File: config.mk
export PLATFORM = sky130hd
export DESIGN_NAME = sdram_port_arbiter_flat
export DESIGN_NICKNAME = d
export VERILOG_FILES = /design/src/rtl/sdram_port_arbiter_if.sv /design/src/rtl/sdram_port_arbiter.sv /design/src/flat_wrapper.sv
export SDC_FILE = /design/constraint.sdc
export NUM_CORES = 1
export LEC_CHECK = 0
export ABC_AREA = 1
export CORE_MARGIN = 5
export CORE_UTILIZATION = 44
export DETAILED_ROUTE_END_ITERATION = 12
export GPL_TIMING_DRIVEN = 0
export PLACE_DENSITY = 0.9
export SKIP_LAST_GASP = 1
export SLEW_MARGIN = 20
export SYNTH_ARGS = -nofsm -noshare
export SYNTH_HDL_FRONTEND = slang
export SYNTH_SLANG_ARGS = --single-unit
File: constraint.sdc
create_clock -name sys_clk -period 8.15 [get_ports sys_clk]
set_input_delay 1.2225 -clock sys_clk [delete_from_list [all_inputs] [get_ports sys_clk]]
set_output_delay 1.2225 -clock sys_clk [all_outputs]
set_load 0.005 [all_outputs]
File: src/rtl/sdram_port_arbiter_if.sv
`default_nettype none
`timescale 1ns/1ps
// ============================================================================
//  Module      : sdram_port_arbiter_if
//  Description : Bundle of the two requester ports and the SDRAM controller
//                port seen by the two-master SDRAM port arbiter.
//  Revision    : 1.0  initial release
// ============================================================================
interface sdram_port_arbiter_if #(
    parameter int AW = 24,
    parameter int DW = 16
) ();
    // Master 0 requester port
    logic          m0_req;
    logic          m0_we;
    logic [AW-1:0] m0_addr;
    logic [DW-1:0] m0_wdata;
    logic          m0_ack;
    logic [DW-1:0] m0_rdata;
    logic          m0_err;
    // Master 1 requester port
    logic          m1_req;
    logic          m1_we;
    logic [AW-1:0] m1_addr;
    logic [DW-1:0] m1_wdata;
    logic          m1_ack;
    logic [DW-1:0] m1_rdata;
    logic          m1_err;
    // SDRAM controller port
    logic          mem_wr_req;
    logic          mem_rd_req;
    logic [AW-1:0] mem_addr;
    logic [DW-1:0] mem_wdata;
    logic          mem_wr_ack;
    logic          mem_rd_ack;
    logic [DW-1:0] mem_rdata;

    // Arbiter view
    modport slave (
        input  m0_req, m0_we, m0_addr, m0_wdata,
        output m0_ack, m0_rdata, m0_err,
        input  m1_req, m1_we, m1_addr, m1_wdata,
        output m1_ack, m1_rdata, m1_err,
        output mem_wr_req, mem_rd_req, mem_addr, mem_wdata,
        input  mem_wr_ack, mem_rd_ack, mem_rdata
    );

    // Environment view (requesters plus controller)
    modport master (
        output m0_req, m0_we, m0_addr, m0_wdata,
        input  m0_ack, m0_rdata, m0_err,
        output m1_req, m1_we, m1_addr, m1_wdata,
        input  m1_ack, m1_rdata, m1_err,
        input  mem_wr_req, mem_rd_req, mem_addr, mem_wdata,
        output mem_wr_ack, mem_rd_ack, mem_rdata
    );
endinterface
`default_nettype wire

File: src/rtl/sdram_port_arbiter.sv
`default_nettype none
`timescale 1ns/1ps
// ============================================================================
//  Module      : sdram_port_arbiter
//  Description : Two-requester round-robin arbiter sharing one single-word
//                SDRAM controller port. One transaction at a time, read data
//                returned to the winner, hung transactions aborted by timeout.
//  Revision    : 1.0  initial release
// ============================================================================
module sdram_port_arbiter #(
    parameter int AW      = 24,
    parameter int DW      = 16,
    parameter int TIMEOUT = 255
) (
    input  wire logic            sys_clk,
    input  wire logic            sys_rst,
    sdram_port_arbiter_if.slave  bus,
    output logic                 busy,
    output logic                 grant
);

    localparam int             CW     = $clog2(TIMEOUT + 1);
    localparam logic [CW-1:0]  C_LAST = CW'(TIMEOUT - 1);

    typedef enum logic [1:0] {
        S_IDLE = 2'd0,
        S_WAIT = 2'd1,
        S_DONE = 2'd2
    } state_t;

    state_t        state_q, state_d;
    logic          last_grant_q, last_grant_d;
    logic          grant_q, grant_d;
    logic          we_q, we_d;
    logic [AW-1:0] addr_q, addr_d;
    logic [DW-1:0] wdata_q, wdata_d;
    logic [CW-1:0] cnt_q, cnt_d;
    logic          err_q, err_d;
    logic [DW-1:0] rdata0_q, rdata0_d;
    logic [DW-1:0] rdata1_q, rdata1_d;

    logic          win;
    logic          match;

    // Winner on a tie is the master that did not win last time
    assign win   = (bus.m0_req && bus.m1_req) ? ~last_grant_q : bus.m1_req;
    // Only the ack type matching the issued request completes it
    assign match = we_q ? bus.mem_wr_ack : bus.mem_rd_ack;

    // Next-state and datapath update for the transaction FSM
    always_comb begin
        state_d      = state_q;
        last_grant_d = last_grant_q;
        grant_d      = grant_q;
        we_d         = we_q;
        addr_d       = addr_q;
        wdata_d      = wdata_q;
        cnt_d        = cnt_q;
        err_d        = err_q;
        rdata0_d     = rdata0_q;
        rdata1_d     = rdata1_q;
        case (state_q)
            S_IDLE: begin
                if (bus.m0_req || bus.m1_req) begin
                    grant_d = win;
                    we_d    = win ? bus.m1_we    : bus.m0_we;
                    addr_d  = win ? bus.m1_addr  : bus.m0_addr;
                    wdata_d = win ? bus.m1_wdata : bus.m0_wdata;
                    cnt_d   = '0;
                    err_d   = 1'b0;
                    state_d = S_WAIT;
                end
            end
            S_WAIT: begin
                if (match) begin
                    // A real ack beats a simultaneous expiry
                    err_d   = 1'b0;
                    state_d = S_DONE;
                    if (!we_q) begin
                        if (grant_q) begin
                            rdata1_d = bus.mem_rdata;
                        end else begin
                            rdata0_d = bus.mem_rdata;
                        end
                    end
                end else if (cnt_q == C_LAST) begin
                    err_d   = 1'b1;
                    state_d = S_DONE;
                end else begin
                    cnt_d = cnt_q + CW'(1);
                end
            end
            S_DONE: begin
                last_grant_d = grant_q;
                state_d      = S_IDLE;
            end
            default: begin
                state_d = S_IDLE;
            end
        endcase
    end

    // State and datapath registers; reset abandons any transaction in flight
    always_ff @(posedge sys_clk or posedge sys_rst) begin
        if (sys_rst) begin
            state_q      <= S_IDLE;
            last_grant_q <= 1'b1;
            grant_q      <= 1'b0;
            we_q         <= 1'b0;
            addr_q       <= '0;
            wdata_q      <= '0;
            cnt_q        <= '0;
            err_q        <= 1'b0;
            rdata0_q     <= '0;
            rdata1_q     <= '0;
        end else begin
            state_q      <= state_d;
            last_grant_q <= last_grant_d;
            grant_q      <= grant_d;
            we_q         <= we_d;
            addr_q       <= addr_d;
            wdata_q      <= wdata_d;
            cnt_q        <= cnt_d;
            err_q        <= err_d;
            rdata0_q     <= rdata0_d;
            rdata1_q     <= rdata1_d;
        end
    end

    // Outputs decoded from registered state only
    assign bus.mem_wr_req = (state_q == S_WAIT) &&  we_q;
    assign bus.mem_rd_req = (state_q == S_WAIT) && !we_q;
    assign bus.mem_addr   = addr_q;
    assign bus.mem_wdata  = wdata_q;
    assign bus.m0_ack     = (state_q == S_DONE) && !grant_q;
    assign bus.m1_ack     = (state_q == S_DONE) &&  grant_q;
    assign bus.m0_err     = (state_q == S_DONE) && !grant_q && err_q;
    assign bus.m1_err     = (state_q == S_DONE) &&  grant_q && err_q;
    assign bus.m0_rdata   = rdata0_q;
    assign bus.m1_rdata   = rdata1_q;
    assign busy           = (state_q != S_IDLE);
    assign grant          = grant_q;

endmodule
`default_nettype wire
File: src/flat_wrapper.sv
// flat-port wrapper written by rule: the top's interface ports become plain ports
module sdram_port_arbiter_flat 
#(
    parameter int AW      = 24,
    parameter int DW      = 16,
    parameter int TIMEOUT = 255
)
  (sys_clk, sys_rst, busy, grant, bus_m0_req, bus_m0_we, bus_m0_addr, bus_m0_wdata, bus_m0_ack, bus_m0_rdata, bus_m0_err, bus_m1_req, bus_m1_we, bus_m1_addr, bus_m1_wdata, bus_m1_ack, bus_m1_rdata, bus_m1_err, bus_mem_wr_req, bus_mem_rd_req, bus_mem_addr, bus_mem_wdata, bus_mem_wr_ack, bus_mem_rd_ack, bus_mem_rdata);
  sdram_port_arbiter_if #(.AW(AW), .DW(DW)) bus_i ();
  input  wire logic sys_clk;
  input  wire logic sys_rst;
  output logic busy;
  output logic grant;
  input wire logic [$bits(bus_i.m0_req)-1:0] bus_m0_req;
  input wire logic [$bits(bus_i.m0_we)-1:0] bus_m0_we;
  input wire logic [$bits(bus_i.m0_addr)-1:0] bus_m0_addr;
  input wire logic [$bits(bus_i.m0_wdata)-1:0] bus_m0_wdata;
  output wire logic [$bits(bus_i.m0_ack)-1:0] bus_m0_ack;
  output wire logic [$bits(bus_i.m0_rdata)-1:0] bus_m0_rdata;
  output wire logic [$bits(bus_i.m0_err)-1:0] bus_m0_err;
  input wire logic [$bits(bus_i.m1_req)-1:0] bus_m1_req;
  input wire logic [$bits(bus_i.m1_we)-1:0] bus_m1_we;
  input wire logic [$bits(bus_i.m1_addr)-1:0] bus_m1_addr;
  input wire logic [$bits(bus_i.m1_wdata)-1:0] bus_m1_wdata;
  output wire logic [$bits(bus_i.m1_ack)-1:0] bus_m1_ack;
  output wire logic [$bits(bus_i.m1_rdata)-1:0] bus_m1_rdata;
  output wire logic [$bits(bus_i.m1_err)-1:0] bus_m1_err;
  output wire logic [$bits(bus_i.mem_wr_req)-1:0] bus_mem_wr_req;
  output wire logic [$bits(bus_i.mem_rd_req)-1:0] bus_mem_rd_req;
  output wire logic [$bits(bus_i.mem_addr)-1:0] bus_mem_addr;
  output wire logic [$bits(bus_i.mem_wdata)-1:0] bus_mem_wdata;
  input wire logic [$bits(bus_i.mem_wr_ack)-1:0] bus_mem_wr_ack;
  input wire logic [$bits(bus_i.mem_rd_ack)-1:0] bus_mem_rd_ack;
  input wire logic [$bits(bus_i.mem_rdata)-1:0] bus_mem_rdata;
  assign bus_i.m0_req = bus_m0_req;
  assign bus_i.m0_we = bus_m0_we;
  assign bus_i.m0_addr = bus_m0_addr;
  assign bus_i.m0_wdata = bus_m0_wdata;
  assign bus_m0_ack = bus_i.m0_ack;
  assign bus_m0_rdata = bus_i.m0_rdata;
  assign bus_m0_err = bus_i.m0_err;
  assign bus_i.m1_req = bus_m1_req;
  assign bus_i.m1_we = bus_m1_we;
  assign bus_i.m1_addr = bus_m1_addr;
  assign bus_i.m1_wdata = bus_m1_wdata;
  assign bus_m1_ack = bus_i.m1_ack;
  assign bus_m1_rdata = bus_i.m1_rdata;
  assign bus_m1_err = bus_i.m1_err;
  assign bus_mem_wr_req = bus_i.mem_wr_req;
  assign bus_mem_rd_req = bus_i.mem_rd_req;
  assign bus_mem_addr = bus_i.mem_addr;
  assign bus_mem_wdata = bus_i.mem_wdata;
  assign bus_i.mem_wr_ack = bus_mem_wr_ack;
  assign bus_i.mem_rd_ack = bus_mem_rd_ack;
  assign bus_i.mem_rdata = bus_mem_rdata;
  sdram_port_arbiter #(.AW(AW), .DW(DW), .TIMEOUT(TIMEOUT)) u_core (.sys_clk(sys_clk), .sys_rst(sys_rst), .bus(bus_i), .busy(busy), .grant(grant));
endmodule
Yosys cells after proc, flatten, opt, wreduce, memory -nomap -nowiden
Index checks and enable logic that the tools add are counted.
- flip-flop bits (word level): 86
- input port bits: 104
- output and inout port bits: 80
- logic and storage cells: 57
- $add $sub $neg: 1
- equal/unequal tests: 7
- multiplexer cells: 17
- bitwise logic cells: 3
- reduce and logical (&&, ||, !) cells: 19
- operators with widths (operator ; number):
    24-bit two-way mux ; 1
    8-bit two-way mux ; 3
    16-bit two-way mux ; 1
    8-bit one-hot mux with 2 select lines ; 1
    4-bit AND reduction ; 3
    8-bit by 1-bit adder with 8-bit output, second input constant ; 1
    8-bit == test, second input constant ; 1
    1-bit logical AND ; 7
    1-bit two-way mux ; 6
    2-bit two-way mux ; 3
    2-bit inequality test, second input constant ; 2
    2-bit one-hot mux with 2 select lines ; 1
    2-bit AND reduction ; 2
    2-bit nonzero test ; 2
    3-bit by 1-bit inequality test with 1-bit output, second input constant ; 1
    1-bit NOT ; 3
    3-bit AND reduction ; 1
    2-bit by 1-bit == test with 1-bit output, second input constant ; 1
    2-bit == test, second input constant ; 1
    1-bit zero test ; 2
    2-bit zero test ; 1
    2-bit by 1-bit inequality test with 1-bit output, second input constant ; 1
    1-bit one-hot mux with 2 select lines ; 1
    1-bit logical OR ; 1

Longest topological paths before layout
Gate-level depths: netlist of run 1.
- depth after elaboration: 4
- gate-level depth with buffers: 9
- gate-level depth less buffers: 9

Worst setup path after synthesis of run 1
No wires, ideal clock.
- path type: flip-flop to output port
- start point: register u_core.state_q[0]
- end point: output bus_m0_err
- arrival: 0.986 ns
- required time: 6.928 ns
- setup slack: 5.942 ns
- cell stages (with the launch flop): 4
- path buffers: 1
- cell sequence: dfrtp_1 > or2_2 > clkbuf_1 > nor3_1
- longest elaborated chain between the ends: 3
- ends and longest elaborated chain (what ; RTL line ; RTL):
    start: declaration ; sdram_port_arbiter.sv:31 ; state_t state_q, state_d;
    start signal: assignment ; sdram_port_arbiter.sv:117 ; state_q <= state_d;
    2-bit == test ; sdram_port_arbiter.sv:137 ; assign bus.m0_err = (state_q == S_DONE) && !grant_q && err_q;
    1-bit logical AND (2 in a row) ; sdram_port_arbiter.sv:137 ;
    end: declaration ; flat_wrapper.sv:20 ; output wire logic [$bits(bus_i.m0_err)-1:0] bus_m0_err;
Every way passes these cells.

Worst setup path in the final report of run 1
- start point: register u_core.state_q[1]
- end point: output bus_m0_err
The elaborated chain is that of the path after synthesis.

==> results of run 1 <==
## per-stage QoR
step                      worst slack (ns)  area, µm²  instances  power, mW
final                                 4.89       6000        749       1.99
after CTS                             4.88       6000        749       2.01
after global placement                3.43       5740        732       1.62
after global routing                  4.75       6000        749       2.14
after floorplan                       4.71       3780        444       1.10
after detailed placement              5.27       5770        733       1.65
## tightest hold or removal path, delay by kind of cell, from the launching register on
kind / cells / cell delay (ns)
DFF: 1 / 0.35
AOI/OAI and AO/OA: 1 / 0.06
and+or+nand+nor: 1 / 0.05
## flip-flops by register name, summed over array words and instances (netlist names)
| signal | flops |
|---|---|
| u_core.err_q | 1 |
| u_core.cnt_q | 8 |
| u_core.bus.m0_rdata | 16 |
| u_core.state_q | 2 |
| u_core.bus.m1_rdata | 16 |
| u_core.last_grant_q | 1 |
| u_core.we_q | 1 |
| u_core.bus.mem_addr | 24 |
| u_core.grant | 1 |
| u_core.bus.mem_wdata | 16 |
## synthesized netlist by cell type, drive strengths merged
library cell and n:
a21oi 1, buf 20, clkbuf 3, dfrtp 85, dfstp 1, ha 2, inv 32, nand2 108
nand3 7, nor2 53, nor3 2, o21ai 124, o22ai 1, or2 1, xnor2 1, xor2 3
## placed cells by master (no fill, tap or decap)
cell	instances
clkdlybuf4s50_1	183
nand2_1	104
dfrtp_1	85
o21ai_1	75
nor2_1	51
o21ai_0	48
inv_1	27
buf_2	16
clkbuf_8	9
nand3_1	7
nand2_2	4
buf_6	4
inv_2	4
clkbuf_1	4
xor2_1	3
bufinv_16	3
nor2_2	2
nor3_1	2
ha_1	2
a21oi_2	1
o21ai_2	1
o22ai_1	1
or2_2	1
inv_4	1
xnor2_1	1
clkinvlp_4	1
clkinv_4	1
clkinv_2	1
buf_12	1
dfstp_2	1
## cells by family after synthesis
group	share of synthesized area
adder cells (fa/ha/maj)	0.00662
AND/OR/NAND/NOR	0.177
AO/OA/AOI/OAI	0.169
XOR/XNOR	0.00927
flip-flops	0.570
buffers and inverters	0.0679
## worst max path at each step
| stage | cells after the start | to |
|---|---|---|
| 2_1_floorplan | 1 | u_core.bus.m0_rdata[0]$_DFFE_PP0P_ |
| 3_3_place_gp | 2 | u_core.bus.mem_wdata[6]$_DFFE_PP0P_ |
| 3_5_place_dp | 5 | bus_m0_err |
| 4_1_cts | 5 | bus_m0_err |
| 5_1_grt | 5 | bus_m0_err |
| 6_report | 5 | bus_m0_err |
## power breakdown
group / internal (mW) / switching, mW
Sequential: 0.619 / 0.116
Combinational: 0.500 / 0.402
Clock: 0.204 / 0.147
Total: 1.32 / 0.665
## layout make-up
| type | count | area, µm² | share of cell area |
|---|---|---|---|
| Clock inverter | 6 | 111 | 0.0185 |
| Multi-Input combinational cell | 303 | 1370 | 0.228 |
| Timing Repair Buffer | 184 | 1850 | 0.308 |
| Inverter | 32 | 123 | 0.0204 |
| Tap cell | 105 | 131 | 0.0219 |
| Clock buffer | 10 | 128 | 0.0213 |
| Buffer | 23 | 136 | 0.0227 |
| Sequential cell | 86 | 2150 | 0.359 |
## per-layer routing
layer  up-vias  global-route usage
li1       1824                   -
met1      1799               0.258
met2       188               0.382
met3        19              0.0724
met4         0              0.0656
met5         -                   0
==> flow_summary_export.csv, run 1 <==
group,metric,value,unit
floorplanning,die_y,103,µm
hold_path,hold_class,"reg2reg",
synthesis,syn-mean-instance-area,8.51,µm²
drt,wl_per_cell,15.5,µm
critical_path,cp.required,6.93,ns
sta,slew_headroom,0.641,
sta,setup_viol,0,
global_route,first_global_vias,3873,
sta,finalCritPeriodShare,0.400,
finish,drive_above_1_share,0.0792,
floorplanning,die_area,0.0105,mm²
critical_path,setup.worst_path.end_class,"output port",
critical_path,worstReg2RegStart,"u_core.we_q$_DFFE_PP0P_",
critical_path,startpoint,"u_core.state_q[1]$_DFFE_PP0P_",
synthesis,netlist_area,0.00378,mm²
synthesis,seq_area_frac_synth,0.570,
critical_path,r2r_end,"u_core.bus.m0_rdata[11]$_DFFE_PP0P_",
critical_path,cp_max_fo,6,
cts,path_clk_slew,0.09,ns
synthesis,synth_area_leaders,"dfrtp_1, nand2_1, o21ai_1",
drt,vias_per_cell,5.11,
cts,clock_latency,0.34,ns
placement,gp_congestion,0.850,
synthesis,ys_warn_count,0,
critical_path,cp.arrival,2.03,ns
global_route,grt_pass1_wl,18.2,mm
cts,cts_setup_buffers,0,
cts,cts_buffers,9,
drt,met2WireLength,5.73,mm
drt,wl_met3,1.36,mm
sta,period_needed,3.26,ns
critical_path,rrSetupSlack,6.69,ns
finish,final_util,0.724,
floorplanning,start_util,0.455,
critical_path,critPathLaunchType,"flip-flop",
global_route,grt_max_degree,47,
synthesis,syn-num-nets,550,
outcome,status,"complete, no violations",
cts,clock_path_buffers,2,
hold_path,hp-start,"u_core.bus.mem_wdata[7]$_DFFE_PP0P_",
synthesis,synth_cell_type_count,22,
finish,syn2layout_area_growth,58.9,%
floorplanning,die_x,103,µm
floorplanning,num_io_pins,184,
critical_path,critPathKind,"reg2out",
synthesis,yosys.area.top_type_share,0.563,
cts,cts_tree,"done",
critical_path,slowest_stage,"clkdlybuf4s50_1",
sta,worst_pin_slew,0.538,ns
sta,timing.hold.ws,0.493,ns
synthesis,synthCells,444,
synthesis,synth_largest_area_cell,"dfrtp_1",
floorplanning,coreArea,0.00830,mm²
sta,hold_violations,0,
drt,route.detailed.drc,0,
hold_path,hold_end,"u_core.bus.mem_wdata[7]$_DFFE_PP0P_",
drt,wl,11.6,mm
critical_path,critPathBufInv,3,
flow_run,max_cap_violations,0,
finish,fill_cells,613,
critical_path,worstPathCellList,"inv_1 > or2_2 > clkbuf_1 > nor3_1 > clkdlybuf4s50_1",
cts,root_buffer,"clkbuf_8",
placement,dp_hpwl,9.21,mm
global_route,gr-total-overflow,0,
sta,setup_tns,0,ns
power_and_ir_drop,powerDensity,331,mW/mm²
drt,drt-pass1-iter-count,4,
drt,antenna_left,0,
cts,ctsHoldBuffers,0,
critical_path,cp_top_family,"buffers and inverters",
cts,ctsResizeCount,0,
sta,clock_skew,0.0121,ns
sta,max_freq,307,MHz
power_and_ir_drop,irDropWorstVdd,0.154,mV
critical_path,reg2reg_depth,7,
drt,drt-met1-wl,4.31,mm
synthesis,synth-seq-cells,86,
critical_path,max_stage_delay,0.57,ns
hold_path,whs_path_depth,2,
global_route,antenna_found_initial,0,
drt,drtIter0Drc,159,
cts,clock-sinks,86,
power_and_ir_drop,p_leak,2.69,nW
cts,htree_num_levels,3,
finish,antenna_cells,0,
sta,slew_viol_final,0,
drt,vias,3830,
placement,portBuffers,183,
finish,num-nets-final,745,
drt,top_layer,"met4",
sta,rsz0062_at_grt,"no",
global_route,grt_usage,0.219,
floorplanning,rows,33,
Power figures use the tool's default switching activity.
==> run 2, diff against run 1 <==
--- a/config.mk
+++ b/config.mk
@@ -7,10 +7,10 @@
 export LEC_CHECK = 0
 export ABC_AREA = 1
 export CORE_MARGIN = 5
-export CORE_UTILIZATION = 44
+export CORE_UTILIZATION = 41
 export DETAILED_ROUTE_END_ITERATION = 12
 export GPL_TIMING_DRIVEN = 0
-export PLACE_DENSITY = 0.9
+export PLACE_DENSITY = 0.85
 export SKIP_LAST_GASP = 1
 export SLEW_MARGIN = 20
 export SYNTH_ARGS = -nofsm -noshare
==> constraint.sdc (replaced) <==
create_clock -name sys_clk -period 3.24 [get_ports sys_clk]
set_input_delay 0.486 -clock sys_clk [delete_from_list [all_inputs] [get_ports sys_clk]]
set_output_delay 0.486 -clock sys_clk [all_outputs]
set_load 0.005 [all_outputs]
==> run 2 against run 1 <==
Compared with the run above: utilization decreased by 6.7 points; clock power is 120% higher; flip-flop and latch count unchanged; die area is 6.6% higher; critical path depth is 1 lower; non-clock buffer count unchanged; wire length increased by 4.5%; hold slack worse by 0.011 ns; largest cell class unchanged.
==> flow_summary_export.csv, run 2 (synthesis results as in run 1) <==
group,metric,value,unit
sta,hold_violations,0,
cts,ctsHoldBuffers,0,
hold_path,hold_class,"in2async",
cts,clock_latency,0.35,ns
critical_path,cp_max_fo,6,
global_route,first_global_vias,3993,
critical_path,rrSetupSlack,1.77,ns
power_and_ir_drop,power,4.90,mW
sta,slew_headroom,0.690,
finish,final_common_cell,"clkdlybuf4s50_1",
floorplanning,die_x,106,µm
cts,cts_tree,"done",
placement,gp_congestion,0.863,
cts,clock_path_buffers,2,
drt,route.detailed.drc,0,
floorplanning,start_util,0.415,
cts,htree_num_levels,3,
critical_path,r2r_end,"u_core.bus.mem_addr[10]$_DFFE_PP0P_",
flow_run,max_cap_violations,0,
placement,place_area,0.00578,mm²
finish,syn2layout_area_growth,58.2,%
global_route,gr-total-overflow,0,
global_route,grt_pass1_wl,19.7,mm
cts,cts_setup_buffers,0,
placement,post-place-ws,1.05,ns
sta,setup_viol,0,
finish,drive_above_1_share,0.0792,
floorplanning,rows,35,
sta,max_freq,411,MHz
critical_path,setup.worst_path.end_class,"output port",
cts,path_clk_slew,0.09,ns
critical_path,cp.required,2.75,ns
critical_path,worstReg2RegStart,"u_core.state_q[0]$_DFFE_PP0P_",
finish,antenna_cells,0,
drt,vias,3841,
drt,wl_per_cell,16.0,µm
sta,slew_viol_final,0,
sta,rsz0062_at_grt,"no",
power_and_ir_drop,powerDensity,819,mW/mm²
drt,drtIter0Drc,186,
finish,fin_area,0.00598,mm²
critical_path,reg2reg_depth,6,
finish,num-nets-final,745,
sta,period_needed,2.44,ns
sta,finalWorstSetupSlack,0.804,ns
finish,final_util,0.656,
sta,worst_pin_slew,0.466,ns
floorplanning,die_area,0.0112,mm²
critical_path,critPathKind,"reg2out",
sta,clock_skew,0.0140,ns
floorplanning,coreArea,0.00911,mm²
drt,antenna_left,0,
finish,final_cell_mix,"clkdlybuf4s50_1, nand2_1, dfrtp_1",
cts,root_buffer,"clkbuf_8",
placement,portBuffers,183,
drt,wl,12.1,mm
cts,clock-sinks,86,
drt,drt-pass1-iter-count,4,
power_and_ir_drop,p_leak,2.68,nW
cts,cts_buffers,9,
global_route,grt_usage,0.219,
critical_path,critPathLaunchType,"flip-flop",
finish,fill_cells,749,
outcome,status,"complete, no violations",
cts,ctsResizeCount,0,
critical_path,cp.arrival,1.95,ns
floorplanning,die_y,106,µm
placement,dp_hpwl,9.51,mm
global_route,antenna_found_initial,0,
drt,vias_per_cell,5.09,
sta,finalCritPeriodShare,0.752,
floorplanning,num_io_pins,184,
power_and_ir_drop,irDropWorstVdd,0.348,mV
global_route,grt_max_degree,57,
finish,largest_reg_flops,24,
## run 2: cell count changes in the layout (fill, tap and decap cells not counted)
| cell | change |
|---|---|
| clkinvlp_4 | -1 |
| buf_12 | -1 |
| clkinv_4 | +1 |
| inv_6 | +2 |
| buf_16 | +1 |
| bufinv_16 | -2 |
## run 2: layer usage
metal / global-route usage / part of all wire / vias up
met4: 0.0666 / 0.022 / 0
met5: 0 / 0 / -
met2: 0.385 / 0.49 / 181
li1: - / - / 1823
met1: 0.252 / 0.39 / 1816
met3: 0.0753 / 0.098 / 21
## run 2: area by class of cell
cell class / instances / area, µm² / area share
buffer: 23 / 136 / 0.0228
timing repair buffer: 184 / 1860 / 0.311
multi-input combinational: 303 / 1370 / 0.229
inverter: 32 / 123 / 0.0205
clock buffer: 10 / 128 / 0.0213
clock inverter: 6 / 70.1 / 0.0117
tap: 111 / 139 / 0.0232
sequential: 86 / 2150 / 0.360
## run 2: critical path, stage by stage, from the launching register on
cell	delay, ns
dfrtp_1	0.42
or2_2	0.30
clkbuf_1	0.18
nor3_1	0.17
clkdlybuf4s50_1	0.53
## run 2: stage by stage
stage | cells | TNS (ns) | hold slack (ns)
6_report | 755 | 0 | 0.482
5_1_grt | 755 | 0 | 0.505
3_5_place_dp | 739 | 0 | 0.477
2_1_floorplan | 444 | 0 | 0.459
4_1_cts | 755 | 0 | 0.484
3_3_place_gp | 738 | -61.79 | 0.467
## run 2: worst max path at each step
stage	startpoint	endpoint	depth (start not counted)
2_1_floorplan	sys_rst	u_core.bus.m0_rdata[0]$_DFFE_PP0P_	1
3_3_place_gp	sys_rst	u_core.bus.mem_wdata[8]$_DFFE_PP0P_	2
3_5_place_dp	bus_m1_req	u_core.bus.mem_wdata[13]$_DFFE_PP0P_	7
4_1_cts	u_core.state_q[0]$_DFFE_PP0P_	bus_m1_err	4
5_1_grt	u_core.state_q[0]$_DFFE_PP0P_	bus_m0_err	4
6_report	u_core.state_q[0]$_DFFE_PP0P_	bus_m1_err	4
## run 2: report_power, final
part | leakage (nW) | switching (mW) | total, mW | internal [mW]
registers | 1.07 | 0.294 | 1.85 | 1.56
clock network | 0.101 | 0.392 | 0.756 | 0.364
logic | 1.51 | 1.03 | 2.29 | 1.26
==> run 3, diff against run 2 <==
--- a/config.mk
+++ b/config.mk
@@ -7,10 +7,10 @@
 export LEC_CHECK = 0
 export ABC_AREA = 1
 export CORE_MARGIN = 5
-export CORE_UTILIZATION = 41
+export CORE_UTILIZATION = 37
 export DETAILED_ROUTE_END_ITERATION = 12
 export GPL_TIMING_DRIVEN = 0
-export PLACE_DENSITY = 0.85
+export PLACE_DENSITY = 0.81
 export SKIP_LAST_GASP = 1
 export SLEW_MARGIN = 20
 export SYNTH_ARGS = -nofsm -noshare
==> constraint.sdc (replaced) <==
create_clock -name sys_clk -period 2.2 [get_ports sys_clk]
set_input_delay 0.33 -clock sys_clk [delete_from_list [all_inputs] [get_ports sys_clk]]
set_output_delay 0.33 -clock sys_clk [all_outputs]
set_load 0.005 [all_outputs]
==> run 3 against run 2 <==
Compared with the run above: combinational power up 46%; wire length down 2.8%; die area up 9.8%; setup slack worse by 0.68 ns; utilization down 3.9 points; clock power up 80%; highest routed layer unchanged; non-clock buffer count unchanged; critical path depth down 1; clock skew down 0.0028 ns.
==> flow_summary_export.csv, run 3 (synthesis results as in run 1) <==
group,metric,value,unit
global_route,grt_usage,0.193,
critical_path,r2r_end,"u_core.bus.mem_addr[4]$_DFFE_PP0P_",
drt,wl_per_cell,15.1,µm
critical_path,cp_top_family,"buffers and inverters",
critical_path,worstPathCellList,"or2_4 > nor3_2 > clkdlybuf4s50_1",
placement,post-place-ws,0.183,ns
placement,gp_congestion,0.829,
finish,final_util,0.617,
placement,place_area,0.00582,mm²
critical_path,cp.arrival,1.74,ns
cts,path_clk_slew,0.09,ns
drt,antenna_left,0,
finish,largest_reg_flops,24,
finish,num-nets-final,745,
sta,slew_viol_final,0,
drt,vias,3740,
critical_path,worstReg2RegStart,"u_core.last_grant_q$_DFFE_PP1N_",
critical_path,rrSetupSlack,0.77,ns
sta,worst_pin_slew,0.536,ns
drt,vias_per_cell,4.81,
finish,fin_area,0.00608,mm²
floorplanning,die_area,0.0123,mm²
hold_path,hold_class,"in2async",
global_route,busiest_layer,"met2",
cts,cts_tree,"done",
floorplanning,start_util,0.383,
global_route,gr-total-overflow,0,
sta,setup_viol,0,
sta,max_freq,482,MHz
drt,drt-pass1-iter-count,4,
finish,syn2layout_area_growth,61.0,%
cts,clock-sinks,86,
floorplanning,num_io_pins,184,
power_and_ir_drop,pwr-share-comb,0.451,
critical_path,slowest_stage,"clkdlybuf4s50_1",
critical_path,reg2reg_depth,5,
sta,period_needed,2.07,ns
power_and_ir_drop,powerDensity,1220,mW/mm²
cts,cts_buffers,9,
power_and_ir_drop,p_leak,2.71,nW
flow_run,max_cap_violations,0,
placement,dp_hpwl,9.23,mm
critical_path,max_stage_delay,0.53,ns
floorplanning,rows,36,
critical_path,critPathBufInv,1,
cts,htree_num_levels,3,
global_route,antenna_found_initial,0,
critical_path,critPathLaunchType,"flip-flop",
finish,final_cell_mix,"clkdlybuf4s50_1, nand2_1, dfrtp_1",
cts,root_buffer,"clkbuf_8",
sta,rsz0062_at_grt,"no",
critical_path,cp_max_fo,6,
cts,cts_setup_buffers,0,
power_and_ir_drop,p_clk_frac,0.182,
sta,timing.hold.ws,0.360,ns
critical_path,setup.worst_path.end_class,"output port",
drt,drtIter0Drc,186,
power_and_ir_drop,p_switching,2.49,mW
sta,finalCritPeriodShare,0.943,
global_route,grt_max_degree,34,
cts,ctsHoldBuffers,0,
cts,clock_latency,0.35,ns
cts,clock_path_buffers,2,
finish,final_common_cell,"clkdlybuf4s50_1",
power_and_ir_drop,irDropWorstVdd,0.548,mV
global_route,grt_util_met2,0.324,
finish,drive_above_1_share,0.0885,
global_route,grt_pass1_wl,19.7,mm
finish,antenna_cells,0,
floorplanning,die_x,111,µm
power_and_ir_drop,seq_power_share,0.367,
drt,wl,11.8,mm
drt,route.detailed.drc,0,
floorplanning,die_y,111,µm
global_route,first_global_vias,4005,
critical_path,cp.required,1.87,ns
power_and_ir_drop,p_int,4.94,mW
outcome,status,"complete, no violations",
floorplanning,coreArea,0.00986,mm²
placement,portBuffers,183,
global_route,gr-usage-met3,0.0644,
sta,clock_skew,0.0112,ns
sta,finalWorstSetupSlack,0.125,ns
power_and_ir_drop,netSwitchingFraction,0.335,
global_route,grtUsageMet1,0.232,
sta,slew_headroom,0.642,
critical_path,critPathKind,"reg2out",
sta,hold_violations,0,
## run 3: changes by cell type in the layout (fill, tap and decap cells not counted), moves of 2 or more
cell	change
inv_6	-2
nor3_1	-2
nor2_1	-2
bufinv_16	+2
nor3_2	+2
nor2_2	+2
buf_12	+2
## run 3: area by class of cell
cell class	instances	area, µm²
repair buffers	185	1870
clock buffers	11	141
fillers	813	3780
plain buffers	22	133
clock inverters	5	108
inverters	32	124
flip-flops and latches	86	2150
well taps	133	166
multi-input cells	303	1390
## run 3: repair_timing
| action | CTS | global route |
|---|---|---|
| pin swaps | 1 | 0 |
| setup endpoints to repair | 4 | 3 |
| resized for setup | 4 | 3 |
## run 3: power groups by stage
stage	clock (mW)	sequential (mW)	combinational (mW)
floorplan	0	2.75	1.32
global placement	0	2.71	3.27
detailed placement	0	2.74	3.37
CTS	1.39	2.72	3.39
global route	1.46	2.82	3.73
finish	1.36	2.73	3.35
## run 3: metrics by stage
stage,power [mW],cells,TNS (ns)
2_1_floorplan,4.07,444,0
3_3_place_gp,5.98,760,-2.14
3_5_place_dp,6.11,762,0
4_1_cts,7.50,777,0
5_1_grt,8.01,777,0
6_report,7.43,777,0
## run 3: how the worst max path moves through the flow
stage,slack (ns),to,from,depth (start not counted)
floorplan,0.88,u_core.bus.m0_rdata[0]$_DFFE_PP0P_,sys_rst,1
global placement,-0.03,u_core.bus.mem_wdata[10]$_DFFE_PP0P_,sys_rst,2
detailed placement,0.18,bus_m0_err,u_core.state_q[0]$_DFFE_PP0P_,4
CTS,0.005,bus_m1_ack,u_core.state_q[0]$_DFFE_PP0P_,3
global route,0.06,bus_m1_err,u_core.state_q[0]$_DFFE_PP0P_,3
finish,0.13,bus_m1_err,u_core.state_q[0]$_DFFE_PP0P_,3
## run 3: layer usage
| metal | part of all wire | wire (µm) | vias up |
|---|---|---|---|
| li1 | - | - | 1827 |
| met1 | 0.41 | 4840 | 1719 |
| met2 | 0.47 | 5560 | 168 |
| met3 | 0.089 | 1050 | 26 |
| met4 | 0.028 | 328 | 0 |
| met5 | 0 | 0 | - |
